===== src/rtl/icache_ifill_responder.sv =====
// icache_ifill_responder
// Services one icache line fill at a time: latches the request, issues a single
// read on the memory request channel and returns the line as N_BEATS in-order
// beats, one cycle after each memory beat. A flush turns the rest of the line
// into a silent drain so the memory side always completes its burst.
//
// Ports:
//   clk_i, rstn_i            clock, asynchronous active-low reset
//   flush_i                  abort the current fill
//   ifill_req_*              line-fill request (line address, target way)
//   ifill_resp_*             beat valid / last-beat ack / beat index / data / way
//   busy_o                   a fill is in progress
//   mem_req_*                read request to L2/memory (valid/ready handshake)
//   mem_resp_*               returned beats, in order, never back-pressured
//
// Optional feature (macro ICACHE_IFILL_ERR_EN): adds mem_resp_err_i and
// ifill_resp_xcpt_o; an errored beat anywhere in the line raises xcpt on the ack beat.
module icache_ifill_responder #(
    parameter int unsigned PADDR_LINE_W = 26,
    parameter int unsigned WAY_W        = 2,
    parameter int unsigned DATA_W       = 128,
    parameter int unsigned N_BEATS      = 4,
    parameter int unsigned BEAT_W       = $clog2(N_BEATS)
) (
    input  logic                    clk_i,
    input  logic                    rstn_i,
    input  logic                    flush_i,
    input  logic                    ifill_req_valid_i,
    input  logic [PADDR_LINE_W-1:0] ifill_req_paddr_i,
    input  logic [WAY_W-1:0]        ifill_req_way_i,
    output logic                    ifill_resp_valid_o,
    output logic                    ifill_resp_ack_o,
    output logic [BEAT_W-1:0]       ifill_resp_beat_o,
    output logic [DATA_W-1:0]       ifill_resp_data_o,
    output logic [WAY_W-1:0]        ifill_resp_way_o,
`ifdef ICACHE_IFILL_ERR_EN
    input  logic                    mem_resp_err_i,
    output logic                    ifill_resp_xcpt_o,
`endif
    output logic                    busy_o,
    output logic                    mem_req_valid_o,
    input  logic                    mem_req_ready_i,
    output logic [PADDR_LINE_W-1:0] mem_req_addr_o,
    input  logic                    mem_resp_valid_i,
    input  logic [DATA_W-1:0]       mem_resp_data_i
);

    localparam logic [1:0] S_IDLE  = 2'd0;
    localparam logic [1:0] S_REQ   = 2'd1;
    localparam logic [1:0] S_RESP  = 2'd2;
    localparam logic [1:0] S_DRAIN = 2'd3;

    localparam logic [BEAT_W-1:0] LAST_BEAT = BEAT_W'(N_BEATS - 1);

    logic [1:0]        state;
    logic [1:0]        state_next;
    logic [WAY_W-1:0]  way_q;
    logic [BEAT_W-1:0] cnt;
    logic              drop;
    logic              accept;
    logic              handshake;
    logic              beat_in;
    logic              last_in;
    logic              fwd;
`ifdef ICACHE_IFILL_ERR_EN
    logic              err_sticky;
`endif

    // Next-state decode and per-cycle strobes.
    always_comb begin
        state_next = state;
        accept     = 1'b0;
        handshake  = 1'b0;
        fwd        = 1'b0;
        beat_in    = mem_resp_valid_i && ((state == S_RESP) || (state == S_DRAIN));
        last_in    = beat_in && (cnt == LAST_BEAT);
        case (state)
            S_IDLE: begin
                if (ifill_req_valid_i && !flush_i) begin
                    accept     = 1'b1;
                    state_next = S_REQ;
                end
            end
            S_REQ: begin
                // A flush here never withdraws the request; the line is drained instead.
                if (mem_req_ready_i) begin
                    handshake  = 1'b1;
                    state_next = (drop || flush_i) ? S_DRAIN : S_RESP;
                end
            end
            S_RESP: begin
                // Leave one cycle after the last beat so busy covers the ack beat.
                if (ifill_resp_ack_o) begin
                    state_next = S_IDLE;
                end else if (flush_i) begin
                    state_next = last_in ? S_IDLE : S_DRAIN;
                end else if (mem_resp_valid_i) begin
                    fwd = 1'b1;
                end
            end
            S_DRAIN: begin
                if (last_in) begin
                    state_next = S_IDLE;
                end
            end
            default: state_next = S_IDLE;
        endcase
    end

    // State, request latch, beat counter and registered outputs.
    always_ff @(posedge clk_i or negedge rstn_i) begin
        if (!rstn_i) begin
            state              <= S_IDLE;
            way_q              <= '0;
            cnt                <= '0;
            drop               <= 1'b0;
            busy_o             <= 1'b0;
            mem_req_valid_o    <= 1'b0;
            mem_req_addr_o     <= '0;
            ifill_resp_valid_o <= 1'b0;
            ifill_resp_ack_o   <= 1'b0;
            ifill_resp_beat_o  <= '0;
            ifill_resp_data_o  <= '0;
            ifill_resp_way_o   <= '0;
        end else begin
            state           <= state_next;
            busy_o          <= (state_next != S_IDLE);
            mem_req_valid_o <= (state_next == S_REQ);
            if (accept) begin
                mem_req_addr_o <= ifill_req_paddr_i;
                way_q          <= ifill_req_way_i;
            end
            if (accept) begin
                drop <= 1'b0;
            end else if ((state == S_REQ) && flush_i) begin
                drop <= 1'b1;
            end
            if (handshake) begin
                cnt <= '0;
            end else if (beat_in) begin
                cnt <= cnt + BEAT_W'(1);
            end
            ifill_resp_valid_o <= fwd;
            ifill_resp_ack_o   <= fwd && (cnt == LAST_BEAT);
            if (fwd) begin
                ifill_resp_beat_o <= cnt;
                ifill_resp_data_o <= mem_resp_data_i;
                ifill_resp_way_o  <= way_q;
            end
        end
    end

`ifdef ICACHE_IFILL_ERR_EN
    // Per-line sticky error, reported only alongside the ack beat.
    always_ff @(posedge clk_i or negedge rstn_i) begin
        if (!rstn_i) begin
            err_sticky        <= 1'b0;
            ifill_resp_xcpt_o <= 1'b0;
        end else begin
            if (accept) begin
                err_sticky <= 1'b0;
            end else if (beat_in && mem_resp_err_i) begin
                err_sticky <= 1'b1;
            end
            ifill_resp_xcpt_o <= fwd && (cnt == LAST_BEAT) && (err_sticky || mem_resp_err_i);
        end
    end
`endif

    // Memory beats are only legal while a line is outstanding.
    mem_beat_outside_fill: assert property (
        @(posedge clk_i) disable iff (!rstn_i)
        mem_resp_valid_i |-> ((state == S_RESP) || (state == S_DRAIN))
    );

endmodule


===== config.mk =====
export PLATFORM = sky130hd
export DESIGN_NAME = icache_ifill_responder
export DESIGN_NICKNAME = d
export VERILOG_FILES = /design/src/rtl/icache_ifill_responder.sv
export SDC_FILE = /design/constraint.sdc
export NUM_CORES = 1
export LEC_CHECK = 0
export BUFFER_PORTS_ARGS = -buffer_cell sky130_fd_sc_hd__buf_2
export CAP_MARGIN = 20
export CORE_AREA = 3 3 124 126
export DETAILED_ROUTE_END_ITERATION = 10
export DIE_AREA = 0 0 127 129
export PLACE_DENSITY = 0.78
export SLEW_MARGIN = 25
export SYNTH_ARGS = -nofsm -noshare
export SYNTH_HDL_FRONTEND = slang
export SYNTH_SLANG_ARGS = --single-unit

===== constraint.sdc =====
create_clock -name clk_i -period 2.8 [get_ports clk_i]
set_input_delay 0.42 -clock clk_i [delete_from_list [all_inputs] [get_ports clk_i]]
set_output_delay 0.42 -clock clk_i [all_outputs]
set_load 0.05 [all_outputs]

==> summary.txt <==
Timing
  – Final-report setup violation count: 0
  – Fin. max-slew vios: 0
  – Total negative slack: 0 ns
  – Maximum achievable frequency: around 490 MHz
  – Unrepaired setup endpoints after global routing: no
  – Clock skew: 0.00929 ns
  – Post-route minimum period: 2.05 ns
  – Slew @ Worst Pin: 0.630 ns
  – Normalized max-slew margin: 0.580
  – Post-route worst hold slack: 0.230 ns
  – Number of failing hold endpoints at the final stage: 0
  – Final Cycle Share: 0.733

Final layout
  – Diode count: 0
  – Layout Nets: 867
  – Count of placed standard cells in the final layout, fillers left out: 899
  – Most used cells in the layout excluding fill and tap cells: buf_2 (322), dfrtp_1 (169), mux2_2 (101)
  – Design Area, Final: ~9000 µm²
  – Synth-to-Final Area Change: 34.4%
  – Share of layout cells above drive strength 1: 0.729
  – Most common library cell in the layout ignoring fill and taps: buf_2

Die
  – Rows: 44
  – Die X-Extent: 127 µm
  – Die boundary height: 129 µm
  – Placeable core region: 14400 µm²
  – Area of the die: roughly 16000 µm²
  – Initial cell density of the core: 0.463
  – Number of primary I/O pins: between 300 and 400

Place
  – DPL Wire Length: 11.8 mm
  – Final Wtd Congestion: 0.761
  – Area of placed instances: between 8000 and 9000 µm²
  – Port-buffer cells: about 320
  – Instance count after placement with tap cells included: 868

Critical path
  – Required time of the critical path: 3.10 ns
  – WS Path Type: flip-flop to flip-flop
  – Signal arrival time at the worst endpoint: roughly 2.4 ns
  – Series of cell instances along the critical path: nor3b_4 > and3b_4 > buf_12 > mux2_2
  – CP peak stage delay: approximately 0.52 ns
  – Library cell contributing the largest single delay on the critical path: dfrtp_1
  – Maximum fanout along the worst path: 73
  – Startpoint types: flip-flop
  – Worst setup EP type: flip-flop

Drt
  – Avg WL per Cell: roughly 18 µm
  – Total detailed-routing wirelength: 15.8 mm
  – Number of remaining DRC errors: 0
  – Number of antenna-violating nets in the routed design: 0
  – Vias: around 4400
  – DR vias/cell: 4.88
  – Detailed Route Iter0 Violations: 157
  – Number of detailed-routing iterations run before antenna repair: 4

GRT
  – Maximum number of pins on one net before global-route repair: 79
  – Sum of overflow across all layers after global routing: 0
  – Number of global-route vias before repair: 4720
  – Antenna violations before repair: 0
  – Global-route wire length before repair: between 20 and 25 mm
  – Overall global routing resource usage: 0.195

Yosys
  – Number of nets produced by synthesis: 537
  – Yosys cell types: 27
  – Yosys Warn Count: 0
  – EDFF count, synth: 0
  – Post-synth design cell area: 6680 µm²
  – Most used flip-flop cell after synthesis: dfrtp_1
  – Largest area contributor in the netlist: dfrtp_1
  – Area share of the largest cell type after synthesis: 0.633
  – FF+latch count, synth: 169
  – Share of the yosys chip area belonging to registers: 0.633
  – Share of synthesized flip-flops with an asynchronous set or reset: 1.00
  – Largest cells by area after synthesis: dfrtp_1 (63%), mux2_2 (17%), mux2_4 (13%)
  – Mean Syn Cell Area: between 15 and 20 µm²
  – Post-Synthesis Cells: around 370

Status
  – Outcome: finished clean

Clocking
  – CTS Hold Bufs: 1
  – CTS sink count: around 170
  – Root Buffer Master: clkbuf_16
  – Num CTS Buffers: 17
  – Longest Clk Path Bufs: 2
  – Setup Buffers After CTS: 0
  – Source-to-sink clock delay at the later pin of the worst-skew pair: around 0.42 ns
  – Post-cts resize count: 0
  – Register clock-pin slew on the reported worst setup and hold paths: 0.06 ns
  – H-Tree Depth: 4
  – CTS tree: built

Worst hold path
  – Class of the tightest hold or removal check: input pin to flip-flop

Flow run
  – # Max-Cap Violations: 0
[through the flow]
stage          setup slack, ns  utilization
3_3_place_gp             0.868        0.582
4_1_cts                  0.778        0.623
6_report                 0.748        0.623
2_1_floorplan            0.967            -
5_1_grt                  0.668        0.623
3_5_place_dp             0.788        0.582
[worst paths after layout]
path	start	slack, ns	depth (start not counted)	endpoint
setup / recovery	state[1]	0.75	4	ifill_resp_data_o[20]
hold / removal	mem_resp_data_i[124]	0.23	2	ifill_resp_data_o[124]
setup reg to reg	state[1]	0.75	4	ifill_resp_data_o[20]
hold reg to reg	ifill_resp_data_o[102]	0.50	1	ifill_resp_data_o[102]
max in group asynchronous	rstn_i	1.36	3	ifill_resp_data_o[11]
min in group asynchronous	rstn_i	0.55	2	ifill_resp_data_o[7]
[critical path, delay by kind of cell (launching register included)]
family        cells  cell delay (ns)
flops             1             0.52
simple gates      2             0.53
mux               1             0.40
buf+inv           1             0.37
[registers in the layout (all words and copies together) (netlist names)]
register            count
ifill_resp_data_o     128
mem_req_addr_o         26
cnt                     2
ifill_resp_beat_o       2
ifill_resp_way_o        2
state                   2
way_q                   2
busy_o                  1
drop                    1
ifill_resp_ack_o        1
ifill_resp_valid_o      1
mem_req_valid_o         1
[Yosys cell counts, types with 2 or more instances]
cell type and count:
dfrtp_1 169, mux2_2 101, mux2_4 60, buf_4 8, buf_12 7, a22o_1 2
and2_1 2, buf_2 2, buf_6 2, nand2_1 2, nand3_1 2, nor2_1 2
[cell type report]
| type | count | area (µm²) |
|---|---|---|
| clock buffer | 21 | 460 |
| clock inverter | 9 | 118 |
| fill | 1056 | 5440 |
| multi-input combinational | 186 | 2230 |
| sequential | 169 | 4230 |
| tap | 184 | 230 |
| timing repair buffer | 330 | 1720 |
[cell families (layout without fill, tap and decap cells)]
family	Yosys count	in the layout	share of synthesized area
AO/OA/AOI/OAI	8	8	0.00917
AND/OR/NAND/NOR	15	15	0.0152
flip-flops	169	169	0.633
buffers and inverters	19	360	0.0348
XOR/XNOR	1	1	0.00131
adder cells (fa/ha/maj)	1	1	0.00187
multiplexers	161	161	0.305
[routing by layer]
| metal | global-route usage | vias to the layer above | share of wire |
|---|---|---|---|
| met5 | 0 | - | 0 |
| met4 | 0.0593 | 0 | 0.013 |
| met3 | 0.0739 | 15 | 0.087 |
| met2 | 0.349 | 196 | 0.54 |
| met1 | 0.216 | 2200 | 0.36 |
| li1 | - | 1976 | - |
Power is not shown: default switching activity piles up to over one toggle a cycle in this logic, so the estimate is an artifact.
